[src/rtl/if_fetch_unit_pkg.sv]
// Shared types and constants for the IF fetch stage: FSM states, reset PC, NOP encoding,
// and the word-alignment helper used on redirect targets.
package if_fetch_unit_pkg;

    localparam int DATA_SIZE = 32;

    localparam logic [DATA_SIZE-1:0] DEF_RESET_PC  = 32'h0000_0000;
    localparam logic [DATA_SIZE-1:0] DEF_NOP_INSTR = 32'h0000_0013;

    typedef enum logic [1:0] {
        BOOT    = 2'd0,
        FETCH   = 2'd1,
        HOLD    = 2'd2,
        DISCARD = 2'd3
    } if_state_e;

    function automatic logic [DATA_SIZE-1:0] align_word(input logic [DATA_SIZE-1:0] addr);
        return {addr[DATA_SIZE-1:2], 2'b00};
    endfunction

endpackage

[src/rtl/if_fetch_unit_if.sv]
// I-cache request/response bus: level request held until the one-cycle response strobe.
interface if_fetch_unit_if;
    import if_fetch_unit_pkg::*;

    logic                 req;
    logic [DATA_SIZE-1:0] addr;
    logic                 rvalid;
    logic [DATA_SIZE-1:0] rdata;

    modport master (output req, addr, input rvalid, rdata);
    modport slave  (input req, addr, output rvalid, rdata);

endinterface

[src/rtl/if_fetch_unit_pc_gen.sv]
// Combinational next-PC helpers: redirect qualification, jalr-over-branch priority,
// target alignment and the wrapping pc+4 adder.
module if_fetch_unit_pc_gen
    import if_fetch_unit_pkg::*;
(
    input  logic [DATA_SIZE-1:0] i_pc,
    input  logic                 i_stall,
    input  logic                 i_flush,
    input  logic [DATA_SIZE-1:0] i_branch_target,
    input  logic                 i_flush_jalr,
    input  logic [DATA_SIZE-1:0] i_jalr_target,
    output logic                 o_redirect,
    output logic [DATA_SIZE-1:0] o_target,
    output logic [DATA_SIZE-1:0] o_pc_plus4
);

    // A stalled pipeline ignores redirects; the source keeps them asserted until released.
    assign o_redirect = !i_stall && (i_flush || i_flush_jalr);
    assign o_target   = align_word(i_flush_jalr ? i_jalr_target : i_branch_target);
    assign o_pc_plus4 = i_pc + 32'd4;

endmodule

[src/rtl/if_fetch_unit.sv]
// IF stage: owns the PC, keeps one I-cache request outstanding, and presents the fetched
// instruction (or a held copy while stalled) to the IF/ID register.
module if_fetch_unit
    import if_fetch_unit_pkg::*;
#(
    parameter logic [DATA_SIZE-1:0] RESET_PC  = DEF_RESET_PC,
    parameter logic [DATA_SIZE-1:0] NOP_INSTR = DEF_NOP_INSTR
) (
    input  logic                 clk,
    input  logic                 rst,
    input  logic                 i_address_rst,
    input  logic                 i_dstall,
    input  logic                 i_wfi_stall,
    input  logic                 i_flush,
    input  logic [DATA_SIZE-1:0] i_branch_target,
    input  logic                 i_flush_jalr,
    input  logic [DATA_SIZE-1:0] i_jalr_target,
    if_fetch_unit_if.master      icache,
    output logic [DATA_SIZE-1:0] o_pc_added,
    output logic [DATA_SIZE-1:0] o_icache_out,
    output logic                 o_istall
);

    if_state_e            r_state;
    logic [DATA_SIZE-1:0] r_pc;
    logic [DATA_SIZE-1:0] r_req_addr;
    logic [DATA_SIZE-1:0] r_buffer;

    logic                 w_stall;
    logic                 w_redirect;
    logic [DATA_SIZE-1:0] w_target;
    logic [DATA_SIZE-1:0] w_pc_plus4;
    logic                 w_outstanding;

    assign w_stall = i_dstall || i_wfi_stall;

    if_fetch_unit_pc_gen u_pc_gen (
        .i_pc            (r_pc),
        .i_stall         (w_stall),
        .i_flush         (i_flush),
        .i_branch_target (i_branch_target),
        .i_flush_jalr    (i_flush_jalr),
        .i_jalr_target   (i_jalr_target),
        .o_redirect      (w_redirect),
        .o_target        (w_target),
        .o_pc_plus4      (w_pc_plus4)
    );

    // A request still waiting for its response cannot be withdrawn; it must be drained.
    assign w_outstanding = ((r_state == FETCH) || (r_state == DISCARD)) && !icache.rvalid;

    assign icache.req  = (r_state == FETCH) || (r_state == DISCARD);
    assign icache.addr = r_req_addr;

    // Fetch FSM with PC, request address and stall buffer.
    always_ff @(posedge clk or posedge rst) begin
        if (rst) begin
            r_state    <= BOOT;
            r_pc       <= RESET_PC;
            r_req_addr <= RESET_PC;
            r_buffer   <= NOP_INSTR;
        end else if (i_address_rst) begin
            r_pc     <= RESET_PC;
            r_buffer <= NOP_INSTR;
            if (w_outstanding) begin
                r_state <= DISCARD;
            end else begin
                r_state    <= BOOT;
                r_req_addr <= RESET_PC;
            end
        end else if (w_redirect) begin
            r_pc     <= w_target;
            r_buffer <= NOP_INSTR;
            if (w_outstanding) begin
                r_state <= DISCARD;
            end else begin
                r_state    <= FETCH;
                r_req_addr <= w_target;
            end
        end else begin
            case (r_state)
                BOOT: begin
                    r_state    <= FETCH;
                    r_req_addr <= r_pc;
                end
                FETCH: begin
                    if (icache.rvalid && w_stall) begin
                        r_buffer <= icache.rdata;
                        r_state  <= HOLD;
                    end else if (icache.rvalid) begin
                        r_pc       <= w_pc_plus4;
                        r_req_addr <= w_pc_plus4;
                    end
                end
                HOLD: begin
                    if (!w_stall) begin
                        r_pc       <= w_pc_plus4;
                        r_req_addr <= w_pc_plus4;
                        r_state    <= FETCH;
                    end
                end
                DISCARD: begin
                    if (icache.rvalid) begin
                        r_req_addr <= r_pc;
                        r_state    <= FETCH;
                    end
                end
                default: r_state <= BOOT;
            endcase
        end
    end

    // Presented instruction; a redirect cycle shows an unstalled NOP so IF/ID flushes.
    always_comb begin
        o_icache_out = NOP_INSTR;
        o_pc_added   = 32'd0;
        o_istall     = 1'b1;
        if (i_address_rst) begin
            o_istall = 1'b1;
        end else if (w_redirect) begin
            o_istall = 1'b0;
        end else begin
            case (r_state)
                FETCH: begin
                    if (icache.rvalid) begin
                        o_istall     = 1'b0;
                        o_icache_out = icache.rdata;
                        o_pc_added   = w_pc_plus4;
                    end else begin
                        o_istall = 1'b1;
                    end
                end
                HOLD: begin
                    o_istall     = 1'b0;
                    o_icache_out = r_buffer;
                    o_pc_added   = w_pc_plus4;
                end
                default: o_istall = 1'b1;
            endcase
        end
    end

endmodule

[src/flat_wrapper.sv]
// flat-port wrapper written by rule: the top's interface ports become plain ports
module if_fetch_unit_flat import if_fetch_unit_pkg::*;
#(
    parameter logic [DATA_SIZE-1:0] RESET_PC  = DEF_RESET_PC,
    parameter logic [DATA_SIZE-1:0] NOP_INSTR = DEF_NOP_INSTR
)
  (clk, rst, i_address_rst, i_dstall, i_wfi_stall, i_flush, i_branch_target, i_flush_jalr, i_jalr_target, o_pc_added, o_icache_out, o_istall, icache_req, icache_addr, icache_rvalid, icache_rdata);
  if_fetch_unit_if icache_i ();
  input  logic clk;
  input  logic rst;
  input  logic i_address_rst;
  input  logic i_dstall;
  input  logic i_wfi_stall;
  input  logic i_flush;
  input  logic [DATA_SIZE-1:0] i_branch_target;
  input  logic i_flush_jalr;
  input  logic [DATA_SIZE-1:0] i_jalr_target;
  output logic [DATA_SIZE-1:0] o_pc_added;
  output logic [DATA_SIZE-1:0] o_icache_out;
  output logic o_istall;
  output wire logic [$bits(icache_i.req)-1:0] icache_req;
  output wire logic [$bits(icache_i.addr)-1:0] icache_addr;
  input wire logic [$bits(icache_i.rvalid)-1:0] icache_rvalid;
  input wire logic [$bits(icache_i.rdata)-1:0] icache_rdata;
  assign icache_req = icache_i.req;
  assign icache_addr = icache_i.addr;
  assign icache_i.rvalid = icache_rvalid;
  assign icache_i.rdata = icache_rdata;
  if_fetch_unit #(.RESET_PC(RESET_PC), .NOP_INSTR(NOP_INSTR)) u_core (.clk(clk), .rst(rst), .i_address_rst(i_address_rst), .i_dstall(i_dstall), .i_wfi_stall(i_wfi_stall), .i_flush(i_flush), .i_branch_target(i_branch_target), .i_flush_jalr(i_flush_jalr), .i_jalr_target(i_jalr_target), .icache(icache_i), .o_pc_added(o_pc_added), .o_icache_out(o_icache_out), .o_istall(o_istall));
endmodule
[config.mk]
export PLATFORM = sky130hd
export DESIGN_NAME = if_fetch_unit_flat
export DESIGN_NICKNAME = d
export VERILOG_FILES = /design/src/rtl/if_fetch_unit_pkg.sv /design/src/rtl/if_fetch_unit_if.sv /design/src/rtl/if_fetch_unit_pc_gen.sv /design/src/rtl/if_fetch_unit.sv /design/src/flat_wrapper.sv
export SDC_FILE = /design/constraint.sdc
export NUM_CORES = 1
export LEC_CHECK = 0
export BUFFER_PORTS_ARGS = -buffer_cell sky130_fd_sc_hd__buf_2
export CORE_AREA = 4 4 95 165
export DETAILED_ROUTE_END_ITERATION = 8
export DIE_AREA = 0 0 99 169
export PLACE_DENSITY = 0.72
export SETUP_SLACK_MARGIN = 0.1
export SLEW_MARGIN = 20
export SYNTH_ARGS = -nofsm -noshare
export SYNTH_HDL_FRONTEND = slang
export SYNTH_SLANG_ARGS = --single-unit
[constraint.sdc]
create_clock -name clk -period 3.8 [get_ports clk]
set_input_delay 0.38 -clock clk [delete_from_list [all_inputs] [get_ports clk]]
set_output_delay 0.38 -clock clk [all_outputs]
set_load 0.01 [all_outputs]
======== After elaboration in Yosys (flattened, before gate mapping) ========
Cells that the tools add are included.
storage, ports and cells
  bits in registers ....................... 98
  bits of input ports ..................... 104
  output and inout port bits .............. 98
  word-level logic and storage cells ...... 68
cells by class
  add/sub/neg operators ................... 1
  equal/unequal tests ..................... 10
  multiplexer cells ....................... 37
  reduce and logical (&&, ||, !) cells .... 16
operators by type and width
  operator                                                          number
  32-bit 2-to-1 mux                                                 21
  32-bit case mux with 2 select lines                               3
  32-bit case mux with 4 select lines                               1
  32-bit by 3-bit adder with 32-bit output (second input constant)  1
  4-bit inequality test (second input constant)                     5
  2-bit 2-to-1 mux                                                  7
  2-bit case mux with 4 select lines                                1
  6-bit AND reduction                                               1
  3-bit nonzero test                                                2
  2-bit == test (second input constant)                             2
  2-bit inequality test (second input constant)                     2
  4-bit AND reduction                                               1
  4-bit nonzero test                                                1
  1-bit logical AND                                                 3
  1-bit logical OR                                                  3
  1-bit 2-to-1 mux                                                  3
  3-bit AND reduction                                               1
  2-bit by 1-bit == test with 1-bit output (second input constant)  1
  1-bit zero test                                                   2
  2-bit zero test                                                   1
  1-bit case mux with 2 select lines                                1
  2-bit AND reduction                                               1

======== Logic depth before layout (Yosys ltp) ========
Gate-level depths: netlist (run 1).
  depth in word-level cells ............... 6
  depth in mapped cells ................... 10

======== Hierarchy ========
A second synthesis (run 1) with hierarchy kept.
unflattened totals
  cells, all modules ...................... 742
  area total of the unflattened synthesis .. 6807.8 um^2
modules (own cells, without submodules)
  module                instances  cells each  area each (um^2)  sequential area each (um^2)
  if_fetch_unit         1          620         5823.1            2456.1
  if_fetch_unit_pc_gen  1          122         984.7             0.0

======== Worst setup path before layout (run 1) ========
OpenSTA, ideal clock, no wires.
  kind .................................... register to output
  from .................................... register u_core.r_state[0]
  to ...................................... output o_icache_out[4]
  data arrival time ....................... 1.868 ns
  required time ........................... 3.420 ns
  slack ................................... 1.552 ns
  cell stages (with the launch flop) ...... 8
  cells stage by stage .................... dfrtp_1 > inv_1 > ha_1 > clkbuf_1 > clkbuf_1 > nand2b_1 > clkbuf_1 > nand3b_1
on the way
  longest elaborated chain between the ends .. 4
  elaborated cells on any way between the ends .. 5
  classes of those cells .................. eq/ne (2); mux (3)
ends and longest elaborated chain
  item                                                                              line                  text
  start, declared                                                                   if_fetch_unit.sv:24   if_state_e r_state;
  start signal, assigned                                                            if_fetch_unit.sv:58   r_state <= BOOT;
  start signal, assigned                                                            if_fetch_unit.sv:66   r_state <= DISCARD;
  start signal, assigned                                                            if_fetch_unit.sv:68   r_state <= BOOT;
  2-bit == test / 2-bit by 1-bit == test with 1-bit output (equally long branches)  if_fetch_unit.sv:123  case (r_state)
  32-bit case mux with 2 select lines *                                             if_fetch_unit.sv:123
  32-bit 2-to-1 mux *                                                               if_fetch_unit.sv:120  end else if (w_redirect) begin
  32-bit 2-to-1 mux *                                                               if_fetch_unit.sv:118  if (i_address_rst) begin
  end, declared                                                                     flat_wrapper.sv:19    output logic [DATA_SIZE-1:0] o_icache_out;
Every way passes the cells marked *; elsewhere a longest branch is shown, timed or not.

======== Worst setup path after layout (run 1) ========
  from .................................... register u_core.r_pc[2]
  to ...................................... output o_pc_added[18]
on the way
  longest elaborated chain between the ends .. 5
ends and longest elaborated chain
  item                                        line                        text
  start, declared                             if_fetch_unit.sv:25         logic [DATA_SIZE-1:0] r_pc;
  start signal, assigned                      if_fetch_unit.sv:72         r_pc <= w_target;
  start signal, assigned                      if_fetch_unit.sv:91         r_pc <= w_pc_plus4;
  start signal, assigned                      if_fetch_unit.sv:97         r_pc <= w_pc_plus4;
  32-bit by 3-bit adder with 32-bit output *  if_fetch_unit_pc_gen.sv:20  assign o_pc_plus4 = i_pc + 32'd4;
  32-bit 2-to-1 mux                           if_fetch_unit.sv:125        if (icache.rvalid) begin
  32-bit case mux with 2 select lines *       if_fetch_unit.sv:123
  32-bit 2-to-1 mux *                         if_fetch_unit.sv:120
  32-bit 2-to-1 mux *                         if_fetch_unit.sv:118
  end, declared                               flat_wrapper.sv:18          output logic [DATA_SIZE-1:0] o_pc_added;
Marked as above.

==> results by group, run 1 <==
Clocking
  • Worst-path clk slew: 0.07 ns
  • Post-CTS Setup Bufs: 0
  • Max Root-Sink Buffers: 2
  • Total CTS buffers: 9
  • Worst skew pair latency: around 0.36 ns
  • CTS root buffer: clkbuf_16
  • CTS H-tree depth: 3
  • Post-cts resize count: 0
  • CTS tree: done
  • # hold bufs at CTS: 0
  • CTS Sinks: 95

Place
  • Hpwl dp: 16000 um
  • Count of buffers from port buffering: 195
  • RD Place Congestion: roughly 0.9
  • Setup Slack @ Placement: 0.948 ns

Global route
  • Grt ovf: 0
  • Global Route met1 Usage: 0.298
  • Number of global-route vias before repair: 6752
  • GRT Util Overall: 0.258
  • GR Layer Usage met2: 0.451
  • First-pass GRT wire length: 34700 um
  • Number of antenna violations at the first check in global routing: 0
  • Largest net degree at the start of global routing: 48
  • GR peak layer: met2
  • Met3 Track Usage GR: 0.0454

Synth
  • Main area contributors after synthesis: dfrtp_1 35%, nor2_1 5.2%, a22o_1 4.5%, nand2_1 4.1%, a22oi_1 4.1%
  • Synth Area per Inst: 8.36 sq um
  • Area leader, netlist: dfrtp_1
  • Synth top cells by count: 92 x dfrtp_1, 92 x nor2_1, 73 x nand2_1, 47 x o21ai_0, 43 x clkbuf_1
  • Sequential-to-total area share from yosys stat: 0.359
  • Register bit total from synthesis: 95
  • Post-synth top area share: 0.347
  • Post-synth EDFFs: 0
  • Ys async rst share: 1.00
  • Mapped cell area: 6640 sq um
  • Synth Warn #: 0
  • Yosys cell types: 68
  • Main synth FF type: dfrtp_1
  • Post-Syn Instances: 794

Setup path
  • Crit-path leading delay family: simple AND/OR/NAND/NOR gates
  • Crit path kind: flip-flop to output pin
  • Critical path startpoint: u_core.r_pc[2]$_DFFE_PP0P_
  • Reg2reg start: u_core.r_state[1]$_DFFE_PP0P_
  • Required @ worst endpoint: 3.42 ns
  • Worst Path Buf+Inv: 1
  • Crit start category: flip-flop
  • Slowest CP cell: nor4_4
  • Cell breakdown of the critical path: ha_1 -> nand3_2 -> nor4_4 -> nand3_1 -> xor2_1 -> nor2_1 -> buf_2
  • R2R Setup Slk: 1.01 ns
  • End point of the critical path: o_pc_added[18]
  • Crit. End Element: output pin
  • CP Depth: 7
  • CP max stage delay: 0.66 ns
  • Crit Reg-Reg Endpoint: u_core.r_pc[31]$_DFFE_PP0P_
  • WP data arrival: 2.89 ns
  • Crit path max fanout: 9
  • Worst R2R Path Depth: 7

Floorplanning
  • Initial Util: 0.464
  • Core ar.: 14300 sq um
  • Die Span X: 99 um
  • Die Ht: 169 um
  • Die area: around 17000 sq um
  • I/O pins: roughly 200
  • Row count: 58

Cells and area
  • Number of fill cells: 1399
  • Share of layout cells above drive strength 1: 0.288
  • Register area: roughly 2400 sq um
  • Multi-input gate area: 3880 sq um
  • Layout area overhead: 19.7%
  • Layout net count: 1044
  • Ant. Diodes: 0

Power
  • P_leak: 3.65 nW
  • P per Cell Area: approximately 540 nW/um^2
  • Peak supply drop: ~290 uV

Detailed routing
  • WL final: 21800 um
  • Drt wl/cell: 19.5 um
  • Drt pass-1 iters: 5
  • Antenna-violating nets left: 0
  • DRC viols: 0
  • Via-per-instance ratio: between 6 and 7
  • Via count: a little under 7000
  • DRT iter0 DRCs: 353

Timing
  • Final WS setup: around 0.53 ns
  • Fin crit period: 3.27 ns
  • Worst Clk Skew: 0.0113 ns
  • Fmax: 306 MHz
  • Fin crit share: 0.860
  • Max Slew Vio Count: 0
  • Relative slew slack: 0.390
  • Final Hold Fails: 0
  • Setup TNS: 0 ns
  • RSZ-0062 raised after global routing: no
  • Worst-margin pin slew: 0.913 ns
  • # setup viols final: 0

Run status
  • Run status: complete, no violations

Flow run
  • Max Cap Viol: 0

Min path
  • Min-delay worst type: input pin to asynchronous set/reset pin
==> cell usage in the layout (no fill, tap or decap), types with 4 or more instances in the layout <==
master / netlist / routed
a21o_1: 7 / 7
a21oi_1: 37 / 36
a22o_1: 34 / 34
a22oi_1: 36 / 36
a311oi_1: 4 / 4
a31oi_1: 9 / 9
and3_1: 5 / 5
and4_1: 4 / 4
buf_2: 30 / 195
buf_4: 6 / 19
clkbuf_16: 0 / 9
dfrtp_1: 92 / 92
ha_1: 4 / 4
inv_1: 13 / 12
mux2_2: 8 / 8
mux2i_1: 15 / 15
nand2_1: 73 / 73
nand2b_1: 6 / 6
nand3_1: 17 / 17
nand4_1: 8 / 8
nor2_1: 92 / 90
nor3_1: 22 / 21
nor3_2: 3 / 4
nor4_1: 14 / 14
o211ai_1: 7 / 7
o21a_1: 7 / 7
o21ai_0: 47 / 47
o21ai_1: 6 / 6
o22a_1: 6 / 6
o22ai_1: 11 / 11
o31a_1: 5 / 5
o31ai_1: 12 / 11
o41ai_1: 4 / 4
or3_1: 4 / 4
xnor2_1: 25 / 25
xor2_1: 16 / 16
==> through the flow <==
step,area [sq um],cells,utilization,power [W],hold slack (ns)
finish,7950,1121,0.556,0.00432,0.0900
global route,7950,1121,0.556,0.00461,0.148
CTS,7950,1121,0.556,0.00434,0.121
detailed placement,7650,1105,0.535,0.00342,0.466
global placement,7650,1105,0.535,0.00338,0.459
floorplan,6640,795,-,0.00280,0.473
==> report_power, final <==
part / internal [W] / switching (W) / leakage (nW)
clock network: 0.000486 / 0.000424 / 0.146
logic: 0.000712 / 0.00118 / 2.23
registers: 0.00124 / 0.000276 / 1.27
total: 0.00244 / 0.00188 / 3.65
==> registers in the layout (all words and copies together), names as in the netlist <==
| register | flops |
|---|---|
| u_core.r_buffer | 32 |
| u_core.icache.addr | 31 |
| u_core.r_pc | 30 |
| u_core.r_state | 2 |
==> routing by layer <==
metal,share of wire,up-vias
met1,0.38,3244
met5,0,-
met4,0.053,0
li1,-,3171
met3,0.061,68
met2,0.51,285
==> logic make-up after synthesis <==
group	Yosys count	share of synthesized area
AND/OR/NAND/NOR	280	0.215
AO/OA/AOI/OAI	253	0.264
buffers and inverters	97	0.0639
flip-flops	95	0.359
XOR/XNOR	41	0.0541
multiplexers	23	0.0362
adder cells (fa/ha/maj)	4	0.00754
other	1	0.000565
==> layout make-up <==
type | count | share of cell area
Inverter | 13 | 0.00646
Clock buffer | 11 | 0.0318
Sequential cell | 95 | 0.300
Multi-Input combinational cell | 603 | 0.488
Clock inverter | 5 | 0.00504
Tap cell | 180 | 0.0283
Timing Repair Buffer | 214 | 0.141
==> worst min path at each step <==
stage          depth (start not counted)                                  to  slack (ns)
2_1_floorplan                          1     u_core.r_buffer[27]$_DFFE_PP0P_        0.47
3_3_place_gp                           2  u_core.icache.addr[12]$_DFFE_PP0P_        0.46
3_5_place_dp                           2  u_core.icache.addr[11]$_DFFE_PP0P_        0.47
4_1_cts                                2  u_core.icache.addr[27]$_DFFE_PP0P_        0.12
5_1_grt                                2  u_core.icache.addr[27]$_DFFE_PP0P_        0.15
6_report                               2   u_core.icache.addr[1]$_DFFE_PP0P_        0.09
No activity file was read; power rests on OpenSTA's default activity.
==> inputs of run 2 (changes only) <==
- CORE_AREA: 4 4 95 165 -> 2 2 93 163
- DIE_AREA: 0 0 99 169 -> 0 0 95 165
==> results by group, run 2 (synthesis gave the netlist of run 1 again) <==
Timing
  • Fmax: 310 MHz (+1.2%)
  • Hold WS: 0.0675 ns (-0.0225 ns)
  • Relative slew slack: 0.341 (-0.0481)
  • Max Slew Vio Count: 0 (unchanged)
  • Fin crit share: 0.850 (-0.0103)
  • Worst Clk Skew: 0.00753 ns (-0.00375 ns)
  • Final WS setup: 0.572 ns (+0.0391 ns)
  • RSZ-0062 raised after global routing: no
  • Fin crit period: 3.23 ns (-0.0391 ns)
  • # setup viols final: 0 (unchanged)
  • Final Hold Fails: 0 (unchanged)
  • Worst-margin pin slew: 0.988 ns (+0.0743 ns)
  • Setup TNS: 0 ns (unchanged)

Clocking
  • Worst-path clk slew: 0.07 ns (about the same)
  • CTS root buffer: clkbuf_16
  • Post-CTS Setup Bufs: 0 (unchanged)
  • CTS H-tree depth: 3 (unchanged)
  • CTS Sinks: 95 (unchanged)
  • # hold bufs at CTS: 0 (unchanged)
  • Worst skew pair latency: 0.35 ns (about the same)
  • CTS tree: done
  • Total CTS buffers: 9 (unchanged)
  • Post-cts resize count: 0 (unchanged)
  • Max Root-Sink Buffers: 2 (unchanged)

Power
  • P per Cell Area: 544 nW/um^2 (about the same)
  • P_leak: 3.64 nW (-0.18%)
  • Peak supply drop: 316 uV (+7.9%)

Detailed routing
  • Drt pass-1 iters: 5 (unchanged)
  • Antenna-violating nets left: 0 (unchanged)
  • WL final: 21200 um (-3.0%)
  • DRC viols: 0 (unchanged)
  • DRT iter0 DRCs: 479 (+36%)
  • Via-per-instance ratio: 6.02 (-0.25%)
  • Via count: 6751 (-0.25%)
  • Drt wl/cell: 18.9 um (-3.0%)

Cells and area
  • Share of layout cells above drive strength 1: 0.285 (-0.00289)
  • Final Cell Area: 7960 sq um (+0.20%)
  • Commonest non-fill, non-tap cell in the layout: buf_2
  • Final Core Density: 0.557 (+0.00114)
  • Largest Register: u_core.r_buffer
  • Layout area overhead: 19.9%
  • Max FFs per register: 32 (unchanged)
  • Layout net count: 1043 (-0.096%)
  • Leading cell types in the layout, fill and taps excluded: 195 x buf_2, 92 x dfrtp_1, 90 x nor2_1

Place
  • Hpwl dp: 15500 um (-3.3%)
  • Setup Slack @ Placement: 0.991 ns (+0.0435 ns)
  • Count of buffers from port buffering: 195 (unchanged)
  • RD Place Congestion: 0.899 (-1.4%)
  • Post-DP Area: 7660 sq um (about the same)

Setup path
  • Crit. End Element: output pin
  • Crit path kind: flip-flop to output pin
  • Crit start category: flip-flop
  • Required @ worst endpoint: 3.42 ns (about the same)
  • WP data arrival: 2.85 ns (-0.04 ns)
  • Crit path max fanout: 9 (unchanged)

Floorplanning
  • Core ar.: 14300 sq um (unchanged)
  • Die Span X: 95 um (-4.0%)
  • Die area: 15700 sq um (-6.3%)
  • Initial Util: 0.464 (unchanged)
  • Row count: 58 (unchanged)
  • Die Ht: 165 um (-2.4%)
  • I/O pins: 202 (unchanged)

Run status
  • Run status: complete, no violations

Global route
  • Number of antenna violations at the first check in global routing: 1 (+1)
  • First-pass GRT wire length: 32700 um (-5.6%)
  • GRT Util Overall: 0.267 (+0.00889)
  • Grt ovf: 0 (unchanged)
  • Number of global-route vias before repair: 6441 (-4.6%)
  • Largest net degree at the start of global routing: 41 (-15%)

Flow run
  • Max Cap Viol: 0 (unchanged)

Min path
  • Min-delay worst type: input pin to asynchronous set/reset pin
## run 2: cell types whose count changed in the layout (fill, tap and decap cells not counted), sizes merged
| cell | before | now |
|---|---|---|
| bufinv | 0 | 1 |
| clkinv | 3 | 2 |
| diode | 0 | 1 |
| clkbuf | 11 | 12 |
| buf | 214 | 213 |
| inv | 15 | 13 |
| clkinvlp | 0 | 1 |
## run 2: final timing paths
kind                                                     from  cells after the start  slack [ns]                            endpoint
hold reg to reg            u_core.icache.addr[30]$_DFFE_PP0P_                      2        0.48  u_core.icache.addr[30]$_DFFE_PP0P_
min in group clk                             icache_rdata[24]                      2        0.27     u_core.r_buffer[24]$_DFFE_PP0P_
max in group asynchronous                                 rst                      3        2.91      u_core.r_buffer[1]$_DFFE_PP1P_
hold / removal                                            rst                      2        0.07  u_core.icache.addr[27]$_DFFE_PP0P_
setup / recovery                   u_core.r_pc[2]$_DFFE_PP0P_                      7        0.57                      o_pc_added[26]
setup reg to reg                u_core.r_state[1]$_DFFE_PP0P_                      7        1.00         u_core.r_pc[27]$_DFFE_PP0P_
## run 2: through the flow
step                total power, W  std cells
detailed placement         0.00339       1104
CTS                        0.00434       1120
floorplan                  0.00280        795
global route               0.00459       1121
finish                     0.00433       1121
global placement           0.00336       1104
## run 2: area by class of cell
cell class / count / area (sq um)
Antenna cell: 1 / 2.50
Clock buffer: 12 / 246
Clock inverter: 4 / 55.1
Fill cell: 1416 / 6330
Inverter: 13 / 51.3
Multi-Input combinational cell: 603 / 3880
Sequential cell: 95 / 2380
Tap cell: 180 / 225
Timing Repair Buffer: 213 / 1120
## run 2: per-layer routing
metal / vias to the layer above / GRT usage / share of wire
li1: 3171 / - / -
met1: 3209 / 0.306 / 0.37
met2: 325 / 0.489 / 0.53
met3: 46 / 0.0347 / 0.069
met4: 0 / 0.113 / 0.035
met5: - / 0 / 0
## run 2: report_power, final
group / switching [W] / internal (W)
clock network: 0.000407 / 0.000532
logic: 0.00117 / 0.000692
registers: 0.000278 / 0.00124
total: 0.00186 / 0.00247
## run 2: critical path, cell delays in order, from the launching register on
cell,delay [ns]
dfrtp_1,0.50
ha_1,0.32
nand3_2,0.25
nor4_4,0.66
nand3_1,0.25
xor2_1,0.23
nor2_1,0.13
buf_2,0.15
